<file path="config.mk">
export PLATFORM = sky130hd
export DESIGN_NAME = seg7_pattern_reader_flat
export DESIGN_NICKNAME = d
export VERILOG_FILES = /design/src/rtl/seg7_pattern_reader_if.sv /design/src/rtl/seg7_pattern_reader.sv /design/src/flat_wrapper.sv
export SDC_FILE = /design/constraint.sdc
export NUM_CORES = 1
export LEC_CHECK = 0
export ABC_AREA = 0
export BUFFER_PORTS_ARGS = -buffer_cell sky130_fd_sc_hd__buf_2
export CORE_ASPECT_RATIO = 0.7
export CORE_MARGIN = 1
export CORE_UTILIZATION = 61
export DETAILED_ROUTE_END_ITERATION = 7
export PLACE_DENSITY_LB_ADDON = 0.05
export RECOVER_POWER = 25
export SETUP_SLACK_MARGIN = 0.5
export SYNTH_ARGS = -nofsm -noshare
export SYNTH_HDL_FRONTEND = slang
export SYNTH_SLANG_ARGS = --single-unit
</file>
<file path="constraint.sdc">
create_clock -name clk -period 5.7 [get_ports clk]
set_input_delay 0.855 -clock clk [delete_from_list [all_inputs] [get_ports clk]]
set_output_delay 0.855 -clock clk [all_outputs]
set_load 0.1 [all_outputs]
</file>
<file path="src/rtl/seg7_pattern_reader_if.sv">
// Bus between a 7-segment pattern source and the seg7_pattern_reader decoder.
// The optional dp_out signal exists only when SEG7_READER_DP_EN is defined.
interface seg7_pattern_reader_if #(
   parameter int CNT_W = 8
);
   logic [7:0]       seg_in;
   logic [3:0]       digit;
   logic             digit_valid;
   logic             blank;
   logic             bad_pattern;
   logic             new_digit;
   logic [CNT_W-1:0] digit_count;
`ifdef SEG7_READER_DP_EN
   logic             dp_out;

   modport master (output seg_in, input digit, digit_valid, blank, bad_pattern,
                   new_digit, digit_count, dp_out);
   modport slave  (input seg_in, output digit, digit_valid, blank, bad_pattern,
                   new_digit, digit_count, dp_out);
`else
   modport master (output seg_in, input digit, digit_valid, blank, bad_pattern,
                   new_digit, digit_count);
   modport slave  (input seg_in, output digit, digit_valid, blank, bad_pattern,
                   new_digit, digit_count);
`endif
endinterface

</file>
<file path="src/rtl/seg7_pattern_reader.sv">
// Decodes a synchronised, debounced 7-segment pattern back to a hex digit.
// Optional macro SEG7_READER_DP_EN adds dp_out and makes the dp bit part of the stability check.
module seg7_pattern_reader #(
   parameter int STABLE_CYCLES = 4,
   parameter int CNT_W         = 8
) (
   input  logic                    clk,
   input  logic                    rst,
   seg7_pattern_reader_if.slave    bus
);
   typedef enum logic [1:0] {ST_BLANK, ST_SETTLING, ST_LOCKED, ST_ERROR} state_e;

   localparam logic [7:0] STAB_MAX = 8'(STABLE_CYCLES);
   localparam logic [7:0] STAB_PRE = 8'(STABLE_CYCLES - 1);
`ifdef SEG7_READER_DP_EN
   localparam logic [7:0] CMP_MASK = 8'hFF;
`else
   localparam logic [7:0] CMP_MASK = 8'h7F;
`endif

   logic [7:0]       s1_q, s2_q, prev_q, stab_q, stab_d;
   state_e           state_q, state_d, kind_q, shown;
   logic [3:0]       digit_q;
   logic             new_digit_q;
   logic [CNT_W-1:0] count_q;
   logic             changed, accept, dec_legal, dec_blank;
   logic [3:0]       dec_digit;

   // Returns {legal, digit} for the seven segment bits.
   function automatic logic [4:0] decode(input logic [6:0] seg);
      case (seg)
         7'h3F: decode = {1'b1, 4'h0};
         7'h06: decode = {1'b1, 4'h1};
         7'h5B: decode = {1'b1, 4'h2};
         7'h4F: decode = {1'b1, 4'h3};
         7'h66: decode = {1'b1, 4'h4};
         7'h6D: decode = {1'b1, 4'h5};
         7'h7D: decode = {1'b1, 4'h6};
         7'h07: decode = {1'b1, 4'h7};
         7'h7F: decode = {1'b1, 4'h8};
         7'h6F: decode = {1'b1, 4'h9};
         7'h77: decode = {1'b1, 4'hA};
         7'h7C: decode = {1'b1, 4'hB};
         7'h39: decode = {1'b1, 4'hC};
         7'h5E: decode = {1'b1, 4'hD};
         7'h79: decode = {1'b1, 4'hE};
         7'h71: decode = {1'b1, 4'hF};
         default: decode = 5'h00;
      endcase
   endfunction

   assign {dec_legal, dec_digit} = decode(s2_q[6:0]);
   assign dec_blank = (s2_q[6:0] == 7'h00);
   assign changed   = (s2_q != prev_q);
   // Fires only on the step into saturation, so a held pattern is accepted once.
   assign accept    = !changed && (stab_q == STAB_PRE);

   always_comb begin
      stab_d = stab_q;
      if (changed)
         stab_d = 8'd0;
      else if (stab_q != STAB_MAX)
         stab_d = stab_q + 8'd1;
   end

   // State register
   always_ff @(posedge clk) begin
      if (rst) state_q <= ST_BLANK;
      else     state_q <= state_d;
   end

   // Next-state logic
   always_comb begin
      state_d = state_q;
      if (changed)
         state_d = ST_SETTLING;
      else if (accept) begin
         if (dec_blank)      state_d = ST_BLANK;
         else if (dec_legal) state_d = ST_LOCKED;
         else                state_d = ST_ERROR;
      end
   end

   // Output logic: while settling, the flags reflect the last accepted pattern.
   always_comb begin
      shown = (state_q == ST_SETTLING) ? kind_q : state_q;
      bus.digit_valid = (shown == ST_LOCKED);
      bus.blank       = (shown == ST_BLANK);
      bus.bad_pattern = (shown == ST_ERROR);
   end

   always_ff @(posedge clk) begin
      if (rst) begin
         s1_q        <= 8'h00;
         s2_q        <= 8'h00;
         prev_q      <= 8'h00;
         stab_q      <= STAB_MAX;
         kind_q      <= ST_BLANK;
         digit_q     <= 4'h0;
         new_digit_q <= 1'b0;
         count_q     <= '0;
      end else begin
         s1_q        <= bus.seg_in & CMP_MASK;
         s2_q        <= s1_q;
         prev_q      <= s2_q;
         stab_q      <= stab_d;
         new_digit_q <= accept && !dec_blank && dec_legal;
         if (accept) begin
            kind_q <= state_d;
            if (!dec_blank && dec_legal) begin
               digit_q <= dec_digit;
               count_q <= count_q + CNT_W'(1);
            end
         end
      end
   end

`ifdef SEG7_READER_DP_EN
   logic dp_q;
   always_ff @(posedge clk) begin
      if (rst)         dp_q <= 1'b0;
      else if (accept) dp_q <= s2_q[7];
   end
   assign bus.dp_out = dp_q;
`endif

   assign bus.digit       = digit_q;
   assign bus.new_digit   = new_digit_q;
   assign bus.digit_count = count_q;
endmodule

</file>
<file path="src/flat_wrapper.sv">
// flat-port wrapper written by rule: the top's interface ports become plain ports
module seg7_pattern_reader_flat 
#(
   parameter int STABLE_CYCLES = 4,
   parameter int CNT_W         = 8
)
  (clk, rst, bus_seg_in, bus_digit, bus_digit_valid, bus_blank, bus_bad_pattern, bus_new_digit, bus_digit_count);
  seg7_pattern_reader_if #(.CNT_W(CNT_W)) bus_i ();
  input  logic clk;
  input  logic rst;
  input wire logic [$bits(bus_i.seg_in)-1:0] bus_seg_in;
  output wire logic [$bits(bus_i.digit)-1:0] bus_digit;
  output wire logic [$bits(bus_i.digit_valid)-1:0] bus_digit_valid;
  output wire logic [$bits(bus_i.blank)-1:0] bus_blank;
  output wire logic [$bits(bus_i.bad_pattern)-1:0] bus_bad_pattern;
  output wire logic [$bits(bus_i.new_digit)-1:0] bus_new_digit;
  output wire logic [$bits(bus_i.digit_count)-1:0] bus_digit_count;
  assign bus_i.seg_in = bus_seg_in;
  assign bus_digit = bus_i.digit;
  assign bus_digit_valid = bus_i.digit_valid;
  assign bus_blank = bus_i.blank;
  assign bus_bad_pattern = bus_i.bad_pattern;
  assign bus_new_digit = bus_i.new_digit;
  assign bus_digit_count = bus_i.digit_count;
  seg7_pattern_reader #(.STABLE_CYCLES(STABLE_CYCLES), .CNT_W(CNT_W)) u_core (.clk(clk), .rst(rst), .bus(bus_i));
endmodule
</file>
==> results.yml, run 1 <==
cells_and_area:
  layout.cells.non_filler: 301
  register_area_um2: 921
  syn2layout_area_growth_pct: 10.0
  multi_input_area_mm2: 0.00112
  antenna_cells: 0
  fillers: 275
  fin_nets: 266
  design_area_mm2: 0.00233
  drive_gt1_frac: 0.154
clock_network:
  holdBufCountCts: 0
  clk-insertion-delay-late_ns: 0.29
  cts_tree: "done"
  cts_setup_buffers: 0
  postCtsResizedCells: 0
  numCtsBuffers: 5
  clockRootBuffer: "clkbuf_8"
  clkSinkCount: 46
  cts.clk_slew.worst_paths_ns: 0.08
  cts_buffer_depth: 2
  htreeDepth: 2
yosys:
  synth_top_area_frac: 0.434
  synth_seq_cells: 46
  synth_xor_area_frac: 0.0578
  yosys_warnings: 0
  syn_avg_cell_area_um2: 9.03
  syn-instance-count: 235
  synth.top_cells.by_area: "dfxtp_1 (43%), nor2b_1 (6.2%), xor2_1 (5.0%), nor2_1 (3.7%), nand3_1 (3.3%)"
  synthSimpleGateAreaFrac: 0.283
  synth.most_common_cell: "dfxtp_1"
  synth-edff-count: 0
  synth_top_family_by_area: "simple AND/OR/NAND/NOR gates"
  ys_seq_area_frac: 0.434
  synthAdderAreaFrac: 0.0177
  synthesis.nets: 248
  synth_area_leader_cell: "dfxtp_1"
  dominantRegCellSynth: "dfxtp_1"
  synth_compound_area_frac: 0.154
  synth.distinct_cells: 48
  yosys-top-cells-count: "dfxtp_1 (46), nor2_1 (21), nor2b_1 (21)"
  synth_area_mm2: 0.00212
  async_reset_ff_frac: 0
  synthMuxAreaShare: 0.0147
sta:
  fmax_ghz: 0.364
  hold_slack_ns: 0.438
  slew_headroom: -0.109
  rsz0062_at_grt: "no"
  drv_slew: 40
  finalSetupViolations: 0
  tightestPinTransition_ns: 1.66
  min_period_ns: 2.75
  setup_tns_ns: 0
  final_hold_viol_count: 0
  fin_crit_sh: 0.482
  finalClockSkew_ns: 0.00345
critical_path:
  cp_data_arrival_time_ns: 2.87
  required_ns: 5.82
  cp_max_fo: 17
  start_kind: "flip-flop"
  endpoint_kind: "flip-flop"
  critical_path_class: "reg -> reg"
run:
  drv_cap: 1
floorplan:
  die_y_um: 51.3
  die_area_mm2: 0.00372
  initial_core_util: 0.656
  num_rows: 17
  die_w_um: 72.5
  num_io_pins: 26
  core_mm2: 0.00323
placement:
  place_congestion: 0.810
  hpwl_um: 2510
  place_inst: 293
  portBuffers: 24
  placed_area_mm2: 0.00224
routing:
  drt_iter0_drc: 101
  antenna_left: 0
  detail_route.first_pass.iterations: 4
  viasPerCell: 5.61
  route.detailed.drc: 0
  wl_um: 3820
  dr_total_vias: 1689
  wl_per_cell_um: 12.7
global_route:
  grt_pass1_wl_um: 6330
  grt_pass1_vias: 1425
  antenna_found_initial: 0
  grtUsageTotal: 0.225
  grt_overflow: 0
  grt_max_degree: 40
power:
  power_leakage_nw: 0.921
  max-vdd-ir-drop_mv: 0.161
  pwr_density_cell_mw_per_mm2: 246
status:
  outcome: "finished with violations"
  violations: "capacitance limit, slew limit"
hold_path:
  hold_path.class: "reg -> reg"
[state kept, by name, indices dropped and copies added, names as in the netlist]
register and count:
u_core.bus.new_digit 1, u_core.kind_q 2, u_core.stab_q 8, u_core.prev_q 7
u_core.s2_q 7, u_core.bus.digit 4, u_core.s1_q 7, u_core.bus.digit_count 8
u_core.state_q 2
[per-stage QoR]
stage          power (mW)  utilization  setup slack [ns]
2_1_floorplan       0.374            -              2.34
6_report            0.575        0.722              2.95
4_1_cts             0.579        0.723              2.99
5_1_grt             0.603        0.722              2.80
3_5_place_dp        0.383        0.694              3.00
3_3_place_gp        0.382        0.694              3.04
[power breakdown]
group / internal, mW / total [mW] / leakage, nW / switching (mW)
sequential: 0.329 / 0.341 / 0.375 / 0.0119
combinational: 0.0154 / 0.0346 / 0.498 / 0.0192
clock: 0.0978 / 0.199 / 0.0482 / 0.101
total: 0.442 / 0.575 / 0.921 / 0.133
[layout make-up]
class,count,share of cell area
clock buffer,7,0.0370
clock inverter,1,0.00214
inverter,7,0.0113
multi-input combinational,169,0.479
sequential,46,0.394
tap,47,0.0252
timing repair buffer,24,0.0509
[worst max-delay path: stages (launching register included)]
cell	delay [ns]
dfxtp_1	0.34
or4_1	0.56
or4b_4	0.58
nand4bb_4	0.31
a31oi_4	0.49
mux2i_1	0.24
nor2_1	0.05
[placed cells by master (no fill, tap or decap), types with 2 or more instances in the layout]
| cell | n |
|---|---|
| ha_1 | 3 |
| dfxtp_1 | 46 |
| a21bo_1 | 2 |
| or2_2 | 2 |
| a21oi_1 | 12 |
| or3_1 | 2 |
| nand3_1 | 14 |
| nand2_1 | 10 |
| clkbuf_8 | 6 |
| nor3_1 | 7 |
| nor2b_1 | 21 |
| buf_2 | 23 |
| mux2i_1 | 2 |
| o21ai_0 | 5 |
| o211ai_1 | 4 |
| a211oi_1 | 3 |
| o22ai_1 | 3 |
| nor2_1 | 21 |
| xor2_1 | 12 |
| nand3b_1 | 6 |
| nor4_1 | 3 |
| o21a_1 | 3 |
| xnor2_1 | 2 |
| inv_1 | 6 |
| and3_1 | 9 |
| clkbuf_1 | 2 |
| a211oi_2 | 2 |
| nand4b_1 | 2 |
[cells by family after synthesis]
kind of cell	count (synthesis)
compound gates	45
xor+xnor	14
fa+ha+maj	3
buf+inv	20
flops	46
mux	3
simple gates	104
[metal layers]
| metal | global-route usage | up-vias | wire length [um] |
|---|---|---|---|
| met4 | 0.101 | 0 | 36 |
| met3 | 0.0651 | 6 | 137 |
| met2 | 0.330 | 33 | 1590 |
| met1 | 0.306 | 785 | 2050 |
| li1 | - | 865 | - |
| met5 | 0 | - | 0 |
[path summary, 6_finish.rpt]
path	start	end	slack (ns)	cells past startpoint
setup / recovery	u_core.stab_q[6]	u_core.bus.digit_count[1]	2.95	6
hold / removal	u_core.s1_q[3]	u_core.s2_q[3]	0.44	1
setup reg to reg	u_core.stab_q[6]	u_core.bus.digit_count[1]	2.95	6
hold reg to reg	u_core.s1_q[3]	u_core.s2_q[3]	0.44	1
(Power assumes the default switching activity.)
==> run 2, diff against run 1 <==
--- a/config.mk
+++ b/config.mk
@@ -9,7 +9,7 @@
 export BUFFER_PORTS_ARGS = -buffer_cell sky130_fd_sc_hd__buf_2
 export CORE_ASPECT_RATIO = 0.7
 export CORE_MARGIN = 1
-export CORE_UTILIZATION = 61
+export CORE_UTILIZATION = 57
 export DETAILED_ROUTE_END_ITERATION = 7
 export PLACE_DENSITY_LB_ADDON = 0.05
 export RECOVER_POWER = 25
==> constraint.sdc (replaced) <==
create_clock -name clk -period 2.9 [get_ports clk]
set_input_delay 0.435 -clock clk [delete_from_list [all_inputs] [get_ports clk]]
set_output_delay 0.435 -clock clk [all_outputs]
set_load 0.1 [all_outputs]
==> results.yml, run 2 (synthesis gave the netlist of run 1 again) <==
status:
  outcome: "finished with violations"
  violations: "capacitance limit, slew limit"
cells_and_area:
  syn2layout_area_growth_pct: 16.5
  final_common_cell: "dfxtp_1"
  drive_gt1_frac: 0.208
  final_core_util: 0.699
  final_cell_mix: "dfxtp_1 (43), buf_2 (23), nor2_1 (21), nor2b_1 (21), nand3_1 (14)"
  fin_nets: 277
  antenna_cells: 0
sta:
  fin_crit_sh: 0.837
  finalClockSkew_ns: 0.00674
  fmax_ghz: 0.412
  tightestPinTransition_ns: 1.70
  slew_headroom: -0.131
  rsz0062_at_grt: "yes"
  drv_slew: 40
  finalSetupViolations: 0
  setup_tns_ns: 0
  min_period_ns: 2.43
  final_hold_viol_count: 0
clock_network:
  htreeDepth: 2
  clk-insertion-delay-late_ns: 0.29
  cts_buffer_depth: 2
  clkSinkCount: 46
  cts_tree: "done"
  numCtsBuffers: 5
  clockRootBuffer: "clkbuf_8"
  cts.clk_slew.worst_paths_ns: 0.08
hold_path:
  min_to: "u_core.s1_q[4]"
  holdPathStages: 2
  hold_path.class: "in -> reg"
  hold_start: "bus_seg_in[4]"
critical_path:
  rr_worst_depth: 7
  r2r_start: "u_core.stab_q[6]"
  cp_data_arrival_time_ns: 2.55
  path_cells: "or4_4, or4b_4, nand4bb_4, a31oi_4, buf_12, mux2i_1, nor2_1"
  endpoint_kind: "flip-flop"
  slowest_stage: "or4_4"
  cp_max_fo: 8
  rr_endpoint: "u_core.bus.digit_count[1]"
  cpPeakStageDelay_ns: 0.53
  reg2reg_slack_ns: 0.47
  required_ns: 3.02
  critical_path_class: "reg -> reg"
  start_kind: "flip-flop"
floorplan:
  initial_core_util: 0.600
  core_mm2: 0.00354
  num_rows: 18
  die_w_um: 74.9
  num_io_pins: 26
  die_y_um: 53.1
  die_area_mm2: 0.00397
power:
  max-vdd-ir-drop_mv: 0.329
  pwr_density_cell_mw_per_mm2: 461
  internal_power_mw: 0.876
  p_total_mw: 1.14
  swShare: 0.232
  switchingPower_mw: 0.265
  combPwrFrac: 0.068
  p_clk_frac: 0.346
  sequentialPowerShare: 0.585
  power_leakage_nw: 0.987
routing:
  wl_per_cell_um: 12.8
  detail_route.first_pass.iterations: 4
  route.detailed.drc: 0
  drt_iter0_drc: 66
  antenna_left: 0
  wl_um: 4020
  dr_total_vias: 1712
  viasPerCell: 5.43
placement:
  place_congestion: 0.855
  hpwl_um: 2490
  portBuffers: 24
global_route:
  antenna_found_initial: 0
  grt_max_degree: 40
  grt_overflow: 0
  grtUsageTotal: 0.202
  grt_pass1_vias: 1333
  grt_pass1_wl_um: 6040
run:
  drv_cap: 1
==> run 2: cell types whose count changed in the layout (fill, tap and decap cells not counted), moves of 2 or more <==
cell / before / now
buf_6: 0 / 2
dfxtp_2: 0 / 3
dfxtp_1: 46 / 43
buf_4: 0 / 7
==> run 2: critical path, delay by kind of cell (launching register included) <==
| kind | cells | cell delay (ns) |
|---|---|---|
| buffers and inverters | 1 | 0.16 |
| AOI/OAI and AO/OA | 1 | 0.24 |
| muxes | 1 | 0.18 |
| DFF | 1 | 0.34 |
| and+or+nand+nor | 4 | 1.33 |
==> run 2: power by group through the flow <==
stage | registers, mW | clock network [mW] | logic [mW]
floorplan | 0.671 | 0 | 0.0638
global placement | 0.682 | 0 | 0.0770
detailed placement | 0.682 | 0 | 0.0776
CTS | 0.667 | 0.406 | 0.0780
global route | 0.671 | 0.437 | 0.0865
finish | 0.668 | 0.395 | 0.0778
==> run 2: worst max path at each step <==
stage                     depth (start not counted)                        end  slack (ns)             start
final                                             7  u_core.bus.digit_count[1]        0.47  u_core.stab_q[6]
after CTS                                         7  u_core.bus.digit_count[1]        0.52  u_core.stab_q[6]
after detailed placement                          6  u_core.bus.digit_count[4]        0.32  u_core.stab_q[6]
after global placement                            6  u_core.bus.digit_count[4]        0.32  u_core.stab_q[6]
after floorplan                                   7        u_core.bus.digit[0]        0.53  u_core.stab_q[6]
after global routing                              6  u_core.bus.digit_count[6]        0.35    u_core.s2_q[4]
==> run 2: area by class of cell <==
| cell class | count | area [um^2] |
|---|---|---|
| multi-input combinational | 169 | 1130 |
| fill | 294 | 1060 |
| sequential | 46 | 925 |
| timing repair buffer | 35 | 239 |
| clock buffer | 7 | 86.3 |
| tap | 50 | 62.6 |
| inverter | 7 | 26.3 |
| clock inverter | 1 | 5.00 |
==> run 2: routing by layer <==
metal | wire [um] | share of wire | global-route usage | up-vias
li1 | - | - | - | 889
met1 | 2180 | 0.54 | 0.303 | 779
met2 | 1620 | 0.40 | 0.275 | 42
met3 | 203 | 0.051 | 0.0552 | 2
met4 | 14 | 0.0035 | 0.0629 | 0
met5 | 0 | 0 | 0 | -
==> run 2: through the flow <==
| stage | hold WS [ns] | cells | setup WS [ns] | cell area, um^2 |
|---|---|---|---|---|
| final | 0.354 | 315 | 0.474 | 2470 |
| after global routing | 0.343 | 315 | 0.352 | 2470 |
| after CTS | 0.346 | 313 | 0.516 | 2420 |
| after detailed placement | 0.423 | 302 | 0.320 | 2290 |
| after global placement | 0.416 | 302 | 0.320 | 2290 |
| after floorplan | 0.414 | 235 | 0.532 | 2120 |
==> run 2: what timing repair did <==
action / in CTS / in global routing
buffers inserted: 3 / 1
cloned: 0 / 1
endpoints found under the setup margin: 10 / 12
hold buffers: 0 / 0
resized for setup: 0 / 7
pin swaps: 1 / 4
==> run 3, diff against run 2 <==
==> constraint.sdc (replaced) <==
create_clock -name clk -period 2.4 [get_ports clk]
set_input_delay 0.36 -clock clk [delete_from_list [all_inputs] [get_ports clk]]
set_output_delay 0.36 -clock clk [all_outputs]
set_load 0.1 [all_outputs]
==> results.yml, run 3 (synthesis gave the netlist of run 1 again) <==
status:
  outcome: "completed"
clock_network:
  cts_buffer_depth: 2
  clkSinkCount: 46
  clk-insertion-delay-late_ns: 0.30
  numCtsBuffers: 5
  cts_tree: "done"
  htreeDepth: 2
  holdBufCountCts: 0
  cts.clk_slew.worst_paths_ns: 0.09
  clockRootBuffer: "clkbuf_8"
cells_and_area:
  fillers: 284
  fin_nets: 292
  final_common_cell: "dfxtp_1"
  final_cell_mix: "dfxtp_1 (39), buf_2 (23), buf_4 (23)"
  drive_gt1_frac: 0.311
  syn2layout_area_growth_pct: 25.1
  design_area_mm2: 0.00266
  layout.cells.non_filler: 330
  final_core_util: 0.751
  antenna_cells: 0
power:
  sequentialPowerShare: 0.569
  pwr_density_cell_mw_per_mm2: 531
  combPwrFrac: 0.085
  switchingPower_mw: 0.342
  p_total_mw: 1.41
  max-vdd-ir-drop_mv: 0.402
  power_leakage_nw: 1.07
  internal_power_mw: 1.07
  swShare: 0.242
  p_clk_frac: 0.346
global_route:
  grt_max_degree: 28
  antenna_found_initial: 0
  grt_pass1_wl_um: 6840
  grtUsageTotal: 0.235
  grt_overflow: 0
  grt_pass1_vias: 1485
critical_path:
  critPathTopFamily: "simple AND/OR/NAND/NOR gates"
  critPathBufInv: 1
  cp_max_fo: 16
  cp_data_arrival_time_ns: 2.51
  required_ns: 2.60
  cpPeakStageDelay_ns: 0.54
  critical_path_class: "reg -> reg"
  crit_cells: 7
  start_kind: "flip-flop"
  slowest_stage: "or4_4"
  path_cells: "or4_4, or4b_4, nand4bb_4, a31oi_4, buf_12, mux2i_1, nor2_1"
  endpoint_kind: "flip-flop"
  rr_worst_depth: 7
routing:
  detail_route.first_pass.iterations: 4
  wl_um: 4460
  wl_per_cell_um: 13.5
  viasPerCell: 5.46
  drt_iter0_drc: 127
  antenna_left: 0
  dr_total_vias: 1801
  route.detailed.drc: 0
floorplan:
  die_y_um: 53.1
  die_area_mm2: 0.00397
  num_io_pins: 26
  core_mm2: 0.00354
  num_rows: 18
  die_w_um: 74.9
  initial_core_util: 0.600
placement:
  hpwl_um: 2750
  place_inst: 308
  placed_area_mm2: 0.00237
  portBuffers: 24
  place_congestion: 0.854
sta:
  finalSetupViolations: 0
  slew_headroom: 0.561
  fin_crit_sh: 0.963
  fmax_ghz: 0.433
  min_period_ns: 2.31
  tightestPinTransition_ns: 0.658
  rsz0062_at_grt: "yes"
  final_hold_viol_count: 0
  drv_slew: 0
  finalClockSkew_ns: 0.00850
hold_path:
  holdPathStages: 2
  hold_path.class: "in -> reg"
run:
  drv_cap: 0
run 3: cell types whose count changed in the layout (fill, tap and decap cells not counted), sizes merged:
cell	change
buf	+16
clkbuf	-1
run 3: routing by layer:
metal | part of all wire | track usage | wire, um | vias to the layer above
li1 | - | - | - | 920
met1 | 0.52 | 0.328 | 2310 | 824
met2 | 0.42 | 0.338 | 1880 | 50
met3 | 0.051 | 0.0648 | 226 | 7
met4 | 0.011 | 0.101 | 50 | 0
met5 | 0 | 0 | 0 | -
run 3: cell type report:
type / instances / area [um^2] / share of cell area
repair buffers: 50 / 334 / 0.126
flip-flops and latches: 46 / 935 / 0.352
inverters: 7 / 26.3 / 0.00990
clock buffers: 7 / 86.3 / 0.0325
multi-input cells: 169 / 1210 / 0.454
clock inverters: 1 / 5.00 / 0.00189
well taps: 50 / 62.6 / 0.0236
run 3: worst paths after layout:
check / startpoint / to / slack [ns]
max: u_core.stab_q[7] / u_core.bus.digit_count[1] / 0.09
min: bus_seg_in[5] / u_core.s1_q[5] / 0.26
max reg2reg: u_core.stab_q[7] / u_core.bus.digit_count[1] / 0.09
min reg2reg: u_core.s1_q[6] / u_core.s2_q[6] / 0.44
run 3: power groups by stage:
stage                     clock network (mW)  logic [mW]  registers, mW
after floorplan                            0      0.0789          0.810
after global placement                     0       0.101          0.821
after detailed placement                   0       0.102          0.822
after CTS                              0.499       0.116          0.801
after global routing                   0.525       0.131          0.805
final                                  0.488       0.120          0.802
run 3: through the flow:
stage	worst slack [ns]	hold slack [ns]	TNS (ns)
2_1_floorplan	0.0750	0.414	0
3_3_place_gp	0.102	0.416	0
3_5_place_dp	0.0665	0.427	0
4_1_cts	0.0918	0.258	0
5_1_grt	-0.00167	0.280	-0.00167
6_report	0.0886	0.262	0
run 3: repair_timing:
action                                  in CTS  in global routing
endpoints found under the setup margin      22                 22
resized for setup                           19                  5
pin swaps                                    5                  6
cloned                                       0                  0
buffers inserted                            11                  3
